`src/rtl/microcode_sequencer.sv`:
```
// microcode_sequencer: SAP-1 style control sequencer with a one-hot T-state
// ring. It adds jumps, a sticky halt, single-step and optional
// variable-length instructions. The ring and the halt flag advance on the
// falling edge. Controls are decoded combinationally from them, so they are
// stable by the next rising edge, where the datapath loads.
module microcode_sequencer #(
  parameter int OP_W     = 4,
  parameter int RING_LEN = 6,
  parameter int VAR_LEN  = 0
) (
  input  logic                clk,
  input  logic                low_res,
  input  logic [OP_W-1:0]     op_code,
  input  logic                zero_flag,
  input  logic                run,
  input  logic                step,
  output logic                inc,
  output logic                pc_out_en,
  output logic                low_ld_pc,
  output logic                low_ld_mar,
  output logic                low_mem_out_en,
  output logic                low_ld_ir,
  output logic                low_ir_out_en,
  output logic                low_ld_acc,
  output logic                acc_out_en,
  output logic                sub_add,
  output logic                subadd_out_en,
  output logic                low_ld_b_reg,
  output logic                low_ld_out_reg,
  output logic [RING_LEN-1:0] t_state,
  output logic                halted,
  output logic                instr_done
);

  localparam logic [3:0] OP_LDA = 4'b0000;
  localparam logic [3:0] OP_ADD = 4'b0001;
  localparam logic [3:0] OP_SUB = 4'b0010;
  localparam logic [3:0] OP_JMP = 4'b0011;
  localparam logic [3:0] OP_JZ  = 4'b0100;
  localparam logic [3:0] OP_OUT = 4'b1110;
  localparam logic [3:0] OP_HLT = 4'b1111;

  localparam logic [RING_LEN-1:0] T1_OH = {{(RING_LEN-1){1'b0}}, 1'b1};

  logic [RING_LEN-1:0] t_q, t_nxt, last_oh;
  logic                halted_q, halt_nxt;
  logic                op_hi;
  logic                is_lda, is_add, is_sub, is_jmp, is_jz, is_out, is_hlt;
  logic [2:0]          last_idx;
  logic                at_last, adv, live;

  // A nonzero bit above the 4-bit opcode field turns the instruction into a NOP.
  generate
    if (OP_W > 4) begin : g_op_hi
      assign op_hi = |op_code[OP_W-1:4];
    end else begin : g_no_op_hi
      assign op_hi = 1'b0;
    end
  endgenerate

  // Decode the live opcode. Only T4 onward uses it, after the IR has loaded.
  always_comb begin
    is_lda = 1'b0; is_add = 1'b0; is_sub = 1'b0; is_jmp = 1'b0;
    is_jz  = 1'b0; is_out = 1'b0; is_hlt = 1'b0;
    if (!op_hi) begin
      case (op_code[3:0])
        OP_LDA:  is_lda = 1'b1;
        OP_ADD:  is_add = 1'b1;
        OP_SUB:  is_sub = 1'b1;
        OP_JMP:  is_jmp = 1'b1;
        OP_JZ:   is_jz  = 1'b1;
        OP_OUT:  is_out = 1'b1;
        OP_HLT:  is_hlt = 1'b1;
        default: ;
      endcase
    end
  end

  // Last T-state index: per opcode in variable-length mode, else ring end.
  always_comb begin
    last_idx = 3'd2;
    if (is_lda)                            last_idx = 3'd4;
    if (is_add || is_sub)                  last_idx = 3'd5;
    if (is_jmp || is_jz || is_out || is_hlt) last_idx = 3'd3;
    last_oh = '0;
    if (VAR_LEN != 0) last_oh[last_idx]     = 1'b1;
    else              last_oh[RING_LEN-1]   = 1'b1;
  end

  assign at_last = |(t_q & last_oh);
  assign adv     = !halted_q && (run || step);
  assign live    = low_res && !halted_q;

  // State register: ring and sticky halt, falling edge, async reset.
  always_ff @(negedge clk or negedge low_res) begin
    if (!low_res) begin
      t_q      <= T1_OH;
      halted_q <= 1'b0;
    end else begin
      t_q      <= t_nxt;
      halted_q <= halt_nxt;
    end
  end

  // Next state: HLT in T4 freezes the ring; otherwise wrap or shift.
  always_comb begin
    t_nxt    = t_q;
    halt_nxt = halted_q;
    if (adv) begin
      if (is_hlt && t_q[3]) halt_nxt = 1'b1;
      else if (at_last)     t_nxt    = T1_OH;
      else                  t_nxt    = {t_q[RING_LEN-2:0], 1'b0};
    end
  end

  // Control decode. Everything is held inactive while in reset or halted.
  always_comb begin
    inc = 1'b0; pc_out_en = 1'b0; acc_out_en = 1'b0; sub_add = 1'b0;
    subadd_out_en = 1'b0;
    low_ld_pc = 1'b1; low_ld_mar = 1'b1; low_mem_out_en = 1'b1;
    low_ld_ir = 1'b1; low_ir_out_en = 1'b1; low_ld_acc = 1'b1;
    low_ld_b_reg = 1'b1; low_ld_out_reg = 1'b1;
    instr_done = 1'b0;
    if (live) begin
      instr_done = at_last;
      if (t_q[0]) begin
        pc_out_en  = 1'b1;
        low_ld_mar = 1'b0;
      end
      if (t_q[1]) inc = 1'b1;
      if (t_q[2]) begin
        low_mem_out_en = 1'b0;
        low_ld_ir      = 1'b0;
      end
      if (t_q[3]) begin
        if (is_lda || is_add || is_sub) begin
          low_ir_out_en = 1'b0;
          low_ld_mar    = 1'b0;
        end
        if (is_jmp) begin
          low_ir_out_en = 1'b0;
          low_ld_pc     = 1'b0;
        end
        if (is_jz) begin
          low_ir_out_en = 1'b0;
          low_ld_pc     = ~zero_flag;
        end
        if (is_out) begin
          acc_out_en     = 1'b1;
          low_ld_out_reg = 1'b0;
        end
      end
      if (t_q[4]) begin
        if (is_lda) begin
          low_mem_out_en = 1'b0;
          low_ld_acc     = 1'b0;
        end
        if (is_add || is_sub) begin
          low_mem_out_en = 1'b0;
          low_ld_b_reg   = 1'b0;
        end
      end
      if (t_q[5] && (is_add || is_sub)) begin
        subadd_out_en = 1'b1;
        low_ld_acc    = 1'b0;
        sub_add       = is_sub;
      end
    end
  end

  assign t_state = t_q;
  assign halted  = halted_q;

endmodule

```
`config.mk`:
```
export PLATFORM = sky130hd
export DESIGN_NAME = microcode_sequencer
export DESIGN_NICKNAME = d
export VERILOG_FILES = /design/src/rtl/microcode_sequencer.sv
export SDC_FILE = /design/constraint.sdc
export NUM_CORES = 1
export LEC_CHECK = 0
export ABC_AREA = 0
export CAP_MARGIN = 20
export CORE_AREA = 5 5 42 44
export CTS_BUF_LIST = sky130_fd_sc_hd__clkbuf_2 sky130_fd_sc_hd__clkbuf_4 sky130_fd_sc_hd__clkbuf_8
export CTS_CLUSTER_SIZE = 40
export DETAILED_ROUTE_END_ITERATION = 10
export DIE_AREA = 0 0 47 49
export PLACE_DENSITY_LB_ADDON = 0.25
export RECOVER_POWER = 100
export SYNTH_ARGS = -nofsm -noshare
export SYNTH_HDL_FRONTEND = slang
export SYNTH_SLANG_ARGS = --single-unit
```
`constraint.sdc`:
```
create_clock -name clk -period 2.15 [get_ports clk]
set_input_delay 0.645 -clock clk [delete_from_list [all_inputs] [get_ports clk]]
set_output_delay 0.645 -clock clk [all_outputs]
set_load 0.01 [all_outputs]
```
==> impl_metrics.json, run 1 <==
{
  "async_flop_share_pct": 100,
  "wl_met3_um": 129,
  "io_buffers": 29,
  "hold_depth": 2,
  "ff2ff_setup_slack_ns": 0.58,
  "io_pins": 30,
  "synth_most_common_cell": "nand2_1",
  "finalHoldViolCount": 0,
  "ant_nets": 0,
  "hp-class": "flop to flop",
  "vias": 665,
  "met2_length_um": 1020,
  "drc": 0,
  "grt_pass1_vias": 658,
  "dr.pass1.iters": 4,
  "outcome": "finished with violations",
  "hp-start": "t_state[1]",
  "wl_met1_um": 716,
  "end_kind": "output pin",
  "fin_nets": 126,
  "min_to": "t_state[1]",
  "synth-edff-count": 0,
  "maxSlewHeadroom_pct": 80.4,
  "globalplace.congestion": 0.764,
  "peakVddDrop_v": 0.000524,
  "n_fill_cell": 113,
  "grt_remaining_overflow": 0,
  "rsz0062_at_grt": "yes",
  "required_ns": 1.50,
  "antenna_found_initial": 0,
  "syn_avg_cell_area_um2": 8.89,
  "cap_violations": 0,
  "die-area_mm2": 0.00230,
  "clock_path_buffers": 2,
  "synth.area.top_cells": "dfrtn_1, a22o_1, dfstp_2",
  "grt_pass1_wl_um": 3080,
  "arrival_ns": 2.41,
  "insertion_delay_ns": 0.30,
  "synth_area_um2": 515,
  "die_w_um": 47,
  "regToRegEndpoint": "t_state[4]",
  "core_mm2": 0.00140,
  "synthCells": 58,
  "start_util_pct": 36.8,
  "synth.distinct_cells": 26,
  "die_h_um": 49,
  "wirelength_um": 1930,
  "worstSetupPathType": "flop to output pin",
  "r2r-start": "t_state[3]",
  "synthFlopType": "dfrtn_1",
  "synth_top_area_share_pct": 29.1,
  "final_util_pct": 75.3,
  "ys_warn_count": 0,
  "fin_ws_ns": -0.902,
  "whs_ns": 0.587,
  "startpoint_type": "flop",
  "h-tree-depth": 1,
  "cts_sinks": 7,
  "dp_hpwl_um": 1420,
  "seq_area_frac_synth_pct": 34.2,
  "ys_top_cells_by_count": "nand2_1, dfrtn_1, nor2_1",
  "ys_seq_elements": 7,
  "synth_nets": 67,
  "area_growth_pct": 105,
  "worst_pin_slew_ns": 0.293,
  "core.rowCount": 14,
  "dpl_cell_area_um2": 997,
  "finalMaxSlewViolations": 0,
  "path_max_fanout": 4,
  "cts_buffers": 3,
  "gr-usage-all-layers_pct": 18.8,
  "violations": "negative setup slack",
  "wl_per_cell_um": 14.6,
  "root_buffer": "clkbuf_4",
  "power.density_mw_per_mm2": 1030,
  "cts_hold_buf": 0,
  "cts_tree": "yes",
  "top_layer": "met4",
  "fin_worst_skew_ns": 0.0476,
  "pre_cts_ws_ns": -1.02,
  "grt_max_degree": 9,
  "yosys.area.top_type": "dfrtn_1",
  "drive_above_1_share_pct": 61.2,
  "antenna_cells": 0,
  "vias_per_cell": 5.04,
  "drt_iter0_drc": 9,
  "finalSetupViolCount": 28,
  "leakage_nw": 0.528,
  "clkTransAtPathRegs_ns": 0.04,
  "stdcell_area_mm2": 0.00105,
  "reg2reg_depth": 6
}
cell usage in the layout (no fill, tap or decap), types with 2 or more instances in the layout:
master           netlist  routed
buf_4                  0      19
buf_2                  0      17
buf_6                  0      16
nand2_1                7       6
nor2_1                 6       6
dfrtn_1                6       6
a22o_1                 4       4
clkbuf_4               0       4
inv_1                  3       3
and3_1                 4       3
o21ai_1                3       3
nor3b_1                3       3
and3_4                 1       2
nand2b_1               2       2
and2_1                 3       2
clkdlybuf4s50_1        0       2
worst max-delay path by stage:
stage / slack [ns] / endpoint / start / cells after the start
2_1_floorplan: -0.56 / low_ld_out_reg / t_state[3] / 3
3_3_place_gp: -0.97 / sub_add / halted / 5
3_5_place_dp: -1.02 / sub_add / halted / 5
4_1_cts: -0.94 / sub_add / halted / 5
5_1_grt: -0.97 / low_ld_out_reg / halted / 5
6_report: -0.90 / sub_add / halted / 5
registers in the layout (all words and copies together) (netlist names):
signal   cells
t_state      6
halted       1
cell type report:
class	instances	area [µm²]	area share (%)
clock buffers	4	30.0	2.85
clock inverters	1	3.75	0.356
inverters	2	7.51	0.712
multi-input cells	47	378	35.8
flip-flops and latches	7	176	16.7
well taps	16	20.0	1.90
repair buffers	55	439	41.6
metrics by stage:
step | TNS, ns | power (W) | instances
floorplan | -7.97 | 0.000491 | 58
global placement | -22.32 | 0.000858 | 123
detailed placement | -23.01 | 0.000871 | 123
CTS | -15.89 | 0.00105 | 132
global route | -16.98 | 0.00116 | 132
finish | -15.81 | 0.00109 | 132
power by group:
part / internal (W) / total [W] / leakage, nW / switching, W
Combinational: 0.000410 / 0.000693 / 0.412 / 0.000283
Clock: 0.0000860 / 0.000140 / 0.0237 / 0.0000542
Sequential: 0.000198 / 0.000256 / 0.0925 / 0.0000581
Total: 0.000694 / 0.00109 / 0.528 / 0.000395
layer usage:
layer,up-vias,global-route usage [%]
met2,28,31.0
met3,6,2.95
met5,-,0
met4,0,12.4
li1,325,-
met1,306,20.8
critical path, cell delays in order (launching register included):
cell and delay (ns):
dfrtn_1 0.38, nor4b_2 0.24, buf_4 0.18, nand2_2 0.05, nor2_1 0.09, buf_2 0.13
cells by family (layout without fill, tap and decap cells):
group	count (synthesis)	in the layout	synth area share, %
simple gates	32	32	35.4
compound gates	12	12	20.9
flops	7	7	34.2
buf+inv	4	62	2.91
mux	2	2	4.85
xor+xnor	1	1	1.70
what timing repair did:
action                     CTS  global route
gates cloned                 0             0
setup buffers                8             1
pin swaps                    5             8
setup endpoints to repair   28            28
gates resized for setup    121            12
No activity file was read; power rests on OpenSTA's default activity.
==> run 2: changes to the inputs <==
- clock period: 2.15 -> 3.7 ns (I/O delays scaled with it)
==> run 2 against run 1 <==
Against the previous run: the flow still finishes with violations (negative setup slack); non-clock buffer count decreased by 5; wire length increased by 0.52%; largest power group unchanged; worst hold slack better by 0.023 ns; combinational power fell by 44%; clock power is 41% lower.
==> impl_metrics.json, run 2 (synthesized netlist as in run 1, its figures left out) <==
{
  "insertion_delay_ns": 0.32,
  "h-tree-depth": 1,
  "fin_ws_ns": -0.613,
  "placedCellCount": 117,
  "ff2ff_setup_slack_ns": 2.21,
  "worst_pin_slew_ns": 0.394,
  "r2r-start": "halted",
  "required_ns": 2.59,
  "worstSetupPathType": "flop to output pin",
  "core_mm2": 0.00140,
  "leakage_nw": 0.486,
  "io_pins": 30,
  "finalSetupTns_ns": -9.14,
  "clkTransAtPathRegs_ns": 0.04,
  "root_buffer": "clkbuf_4",
  "area_growth_pct": 89.6,
  "vias": 657,
  "mostFrequentLayoutCells": "buf_4, buf_2, buf_6",
  "clock_path_buffers": 2,
  "grt_pass1_wl_um": 3040,
  "violations": "negative setup slack",
  "cts_sinks": 7,
  "die-area_mm2": 0.00230,
  "n_fill_cell": 118,
  "power.density_mw_per_mm2": 627,
  "path_max_fanout": 3,
  "cap_violations": 0,
  "end_kind": "output pin",
  "worstSetupEndpoint": "low_ld_b_reg",
  "finalMaxSlewViolations": 0,
  "fin_nets": 121,
  "wirelength_um": 1940,
  "maxSlewHeadroom_pct": 73.4,
  "ant_nets": 0,
  "drive_above_1_share_pct": 49.5,
  "core.rowCount": 14,
  "cts_hold_buf": 0,
  "start_util_pct": 36.8,
  "gr-usage-all-layers_pct": 18.6,
  "vias_per_cell": 5.17,
  "grt_max_degree": 8,
  "drc": 0,
  "finalHoldViolCount": 0,
  "globalplace.congestion": 0.753,
  "dp_hpwl_um": 1360,
  "reg2reg_depth": 5,
  "antenna_cells": 0,
  "rsz0062_at_grt": "yes",
  "whs_ns": 0.610,
  "wl_per_cell_um": 15.2,
  "peakVddDrop_v": 0.000436,
  "drt_iter0_drc": 6,
  "hp-class": "flop to flop",
  "die_h_um": 49,
  "antenna_found_initial": 0,
  "dr.pass1.iters": 4,
  "grt_remaining_overflow": 0,
  "grt_pass1_vias": 644,
  "fin_worst_skew_ns": 0.0570,
  "largest_reg_flops": 6,
  "outcome": "finished with violations",
  "io_buffers": 29,
  "final_common_cell": "buf_4",
  "pre_cts_ws_ns": -0.677,
  "cp-startpoint": "halted",
  "die_w_um": 47,
  "cts_buffers": 3,
  "cts_tree": "yes",
  "finalSetupViolCount": 24,
  "startpoint_type": "flop",
  "arrival_ns": 3.20,
  "final_cells": 127,
  "regToRegEndpoint": "t_state[1]",
  "finalPower_w": 0.000613
}
-- run 2: metal layers --
layer  global-route usage, %  vias up  part of all wire (%)
li1                        -      314                     -
met1                    23.4      313                    41
met4                    7.37        0                   1.2
met2                    28.5       28                    51
met3                    5.90        2                   7.2
met5                       0        -                     0
-- run 2: worst max-delay path, stage by stage, from the launching register on --
cell,delay (ns)
dfrtn_1,0.37
buf_6,0.13
nor4b_4,0.24
buf_4,0.16
nand3_2,0.06
buf_6,0.13
-- run 2: through the flow --
step                      area (µm²)  util [%]
after floorplan                  522         -
after global placement           940      67.1
after detailed placement         940      67.1
after CTS                        995      71.0
after global routing             977      69.7
final                            977      69.7
-- run 2: worst min path at each step --
stage               startpoint         end  slack [ns]  cells past startpoint
floorplan           t_state[1]  t_state[1]        0.54                      1
global placement    t_state[1]  t_state[1]        0.58                      2
detailed placement  t_state[2]  t_state[2]        0.58                      2
CTS                 t_state[1]  t_state[1]        0.59                      2
global route        t_state[1]  t_state[1]        0.65                      2
finish              t_state[1]  t_state[1]        0.61                      2
-- run 2: repair_timing --
action / CTS / global route
setup endpoints to repair: 28 / 24
resized for setup: 106 / 7
buffers inserted: 9 / 2
pin swaps: 9 / 7
-- run 2: layout make-up --
class | count | area, µm² | share of cell area, %
well taps | 16 | 20.0 | 2.05
clock buffers | 4 | 30.0 | 3.07
inverters | 2 | 7.51 | 0.768
multi-input cells | 47 | 347 | 35.5
clock inverters | 1 | 3.75 | 0.384
flip-flops and latches | 7 | 176 | 18.1
repair buffers | 50 | 393 | 40.2
-- run 2: where the power goes --
part | leakage, nW | internal, W | switching (W)
clock network | 0.0237 | 0.0000500 | 0.0000323
logic | 0.370 | 0.000228 | 0.000158
registers | 0.0925 | 0.000115 | 0.0000287
==> run 3: changes to the inputs <==
- clock period: 3.7 -> 5.3 ns (I/O delays scaled with it)
==> run 3 against run 2 <==
Against the previous run: the run still ends with negative setup slack left; via count decreased by 0.61%; wire length decreased by 3.3%; worst hold slack got worse by 0.026 ns; register-to-register slack improved by 1.6 ns; first-iteration DRC count increased by 83%; non-clock buffer count decreased by 2; clock skew decreased by 0.0087 ns; combinational power decreased by 42%; worst setup slack improved by 0.34 ns.
==> impl_metrics.json, run 3 (synthesized netlist as in run 1, its figures left out) <==
{
  "antenna_cells": 0,
  "path_max_fanout": 4,
  "path_cells": "nor4b_4 > buf_4 > and3_4 > buf_6",
  "maxSlewHeadroom_pct": 77.6,
  "die_h_um": 49,
  "fin_ws_ns": -0.278,
  "drt_iter0_drc": 11,
  "worstSetupPathType": "flop to output pin",
  "cp_num_buf_inv": 2,
  "peakVddDrop_v": 0.000262,
  "core.rowCount": 14,
  "finalMaxSlewViolations": 0,
  "cts_hold_buf": 0,
  "largest_reg_flops": 6,
  "reg2reg_depth": 4,
  "die_w_um": 47,
  "dr.pass1.iters": 4,
  "outcome": "finished with violations",
  "hp-class": "flop to flop",
  "dpl_cell_area_um2": 940,
  "clock_path_buffers": 2,
  "h-tree-depth": 1,
  "final_common_cell": "buf_4",
  "vias_per_cell": 5.22,
  "crit_family": "simple AND/OR/NAND/NOR gates",
  "slowest_delay_ns": 0.39,
  "rsz0062_at_grt": "yes",
  "wl_met1_um": 791,
  "grt_remaining_overflow": 0,
  "finalSetupViolCount": 17,
  "power.density_mw_per_mm2": 408,
  "clkTransAtPathRegs_ns": 0.04,
  "cts_tree": "yes",
  "vias": 653,
  "wl_met3_um": 141,
  "r2r-start": "t_state[3]",
  "gr-usage-all-layers_pct": 16.9,
  "globalplace.congestion": 0.736,
  "pre_cts_ws_ns": -0.363,
  "finalHoldViolCount": 0,
  "io_buffers": 29,
  "end_kind": "output pin",
  "grt_pass1_wl_um": 2930,
  "crit_cells": 4,
  "core_mm2": 0.00140,
  "insertion_delay_ns": 0.31,
  "n_fill_cell": 123,
  "area_growth_pct": 82.3,
  "dp_hpwl_um": 1430,
  "root_buffer": "clkbuf_4",
  "start_util_pct": 36.8,
  "arrival_ns": 3.99,
  "required_ns": 3.71,
  "cp-startpoint": "halted",
  "mostFrequentLayoutCells": "buf_4, buf_2, clkdlybuf4s50_1",
  "cts_sinks": 7,
  "fin_worst_skew_ns": 0.0482,
  "ff2ff_setup_slack_ns": 3.85,
  "regToRegEndpoint": "t_state[0]",
  "stdcell_area_um2": 940,
  "critical_path.slowest_cell": "dfrtn_1",
  "cap_violations": 0,
  "ant_nets": 0,
  "die-area_mm2": 0.00230,
  "startpoint_type": "flop",
  "worstSetupEndpoint": "subadd_out_en",
  "worst_pin_slew_ns": 0.334,
  "grt_max_degree": 9,
  "leakage_nw": 0.456,
  "violations": "negative setup slack",
  "antenna_found_initial": 0,
  "drive_above_1_share_pct": 45.9,
  "final_util_pct": 67.1,
  "met2_length_um": 922,
  "drc": 0,
  "wl_per_cell_um": 15.0,
  "fin_nets": 119,
  "cts_buffers": 3,
  "io_pins": 30,
  "grt_pass1_vias": 662,
  "top_layer": "met4",
  "wirelength_um": 1870
}
## run 3: how the worst min path moves through the flow
stage               start          to  slack, ns  cells past startpoint
2_1_floorplan  t_state[1]  t_state[1]       0.54                      1
3_3_place_gp   t_state[2]  t_state[2]       0.57                      2
3_5_place_dp   t_state[1]  t_state[1]       0.59                      2
4_1_cts        t_state[1]  t_state[1]       0.58                      2
5_1_grt        t_state[1]  t_state[1]       0.63                      2
6_report       t_state[1]  t_state[1]       0.58                      2
## run 3: through the flow
step	total power [W]	setup TNS [ns]	cells	hold WS, ns
floorplan	0.000197	0	58	0.537
global placement	0.000329	-4.39	117	0.567
detailed placement	0.000335	-4.77	117	0.586
CTS	0.000387	-2.59	124	0.581
global route	0.000407	-3.61	125	0.631
finish	0.000384	-2.77	125	0.584
## run 3: metal layers
metal  vias up  track usage, %
li1        312               -
met1       307            22.9
met2        30            27.6
met3         4            2.21
met4         0            3.69
met5         -               0
## run 3: what timing repair did
item / in CTS / in global routing
setup endpoints to repair: 21 / 18
pin swaps: 6 / 5
gates resized for setup: 78 / 8
setup buffers: 4 / 1
cloned: 0 / 0
## run 3: final cells by class
| class | instances | area (µm²) | share of cell area, % |
|---|---|---|---|
| timing repair buffer | 48 | 352 | 37.4 |
| inverter | 2 | 7.51 | 0.799 |
| clock buffer | 4 | 30.0 | 3.20 |
| sequential | 7 | 176 | 18.8 |
| clock inverter | 1 | 3.75 | 0.399 |
| tap | 16 | 20.0 | 2.13 |
| multi-input combinational | 47 | 350 | 37.3 |
## run 3: worst reg2reg max path, cell delays in order, from the launching register on
cell      delay (ns)
dfrtn_1         0.42
clkbuf_2        0.17
and3_1          0.22
a31o_1          0.29
mux2_4          0.32
## run 3: power by group
group / switching (W) / internal (W) / total (W)
Clock: 0.0000236 / 0.0000350 / 0.0000586
Sequential: 0.0000208 / 0.0000792 / 0.000100
Combinational: 0.000101 / 0.000123 / 0.000225
Total: 0.000146 / 0.000238 / 0.000384
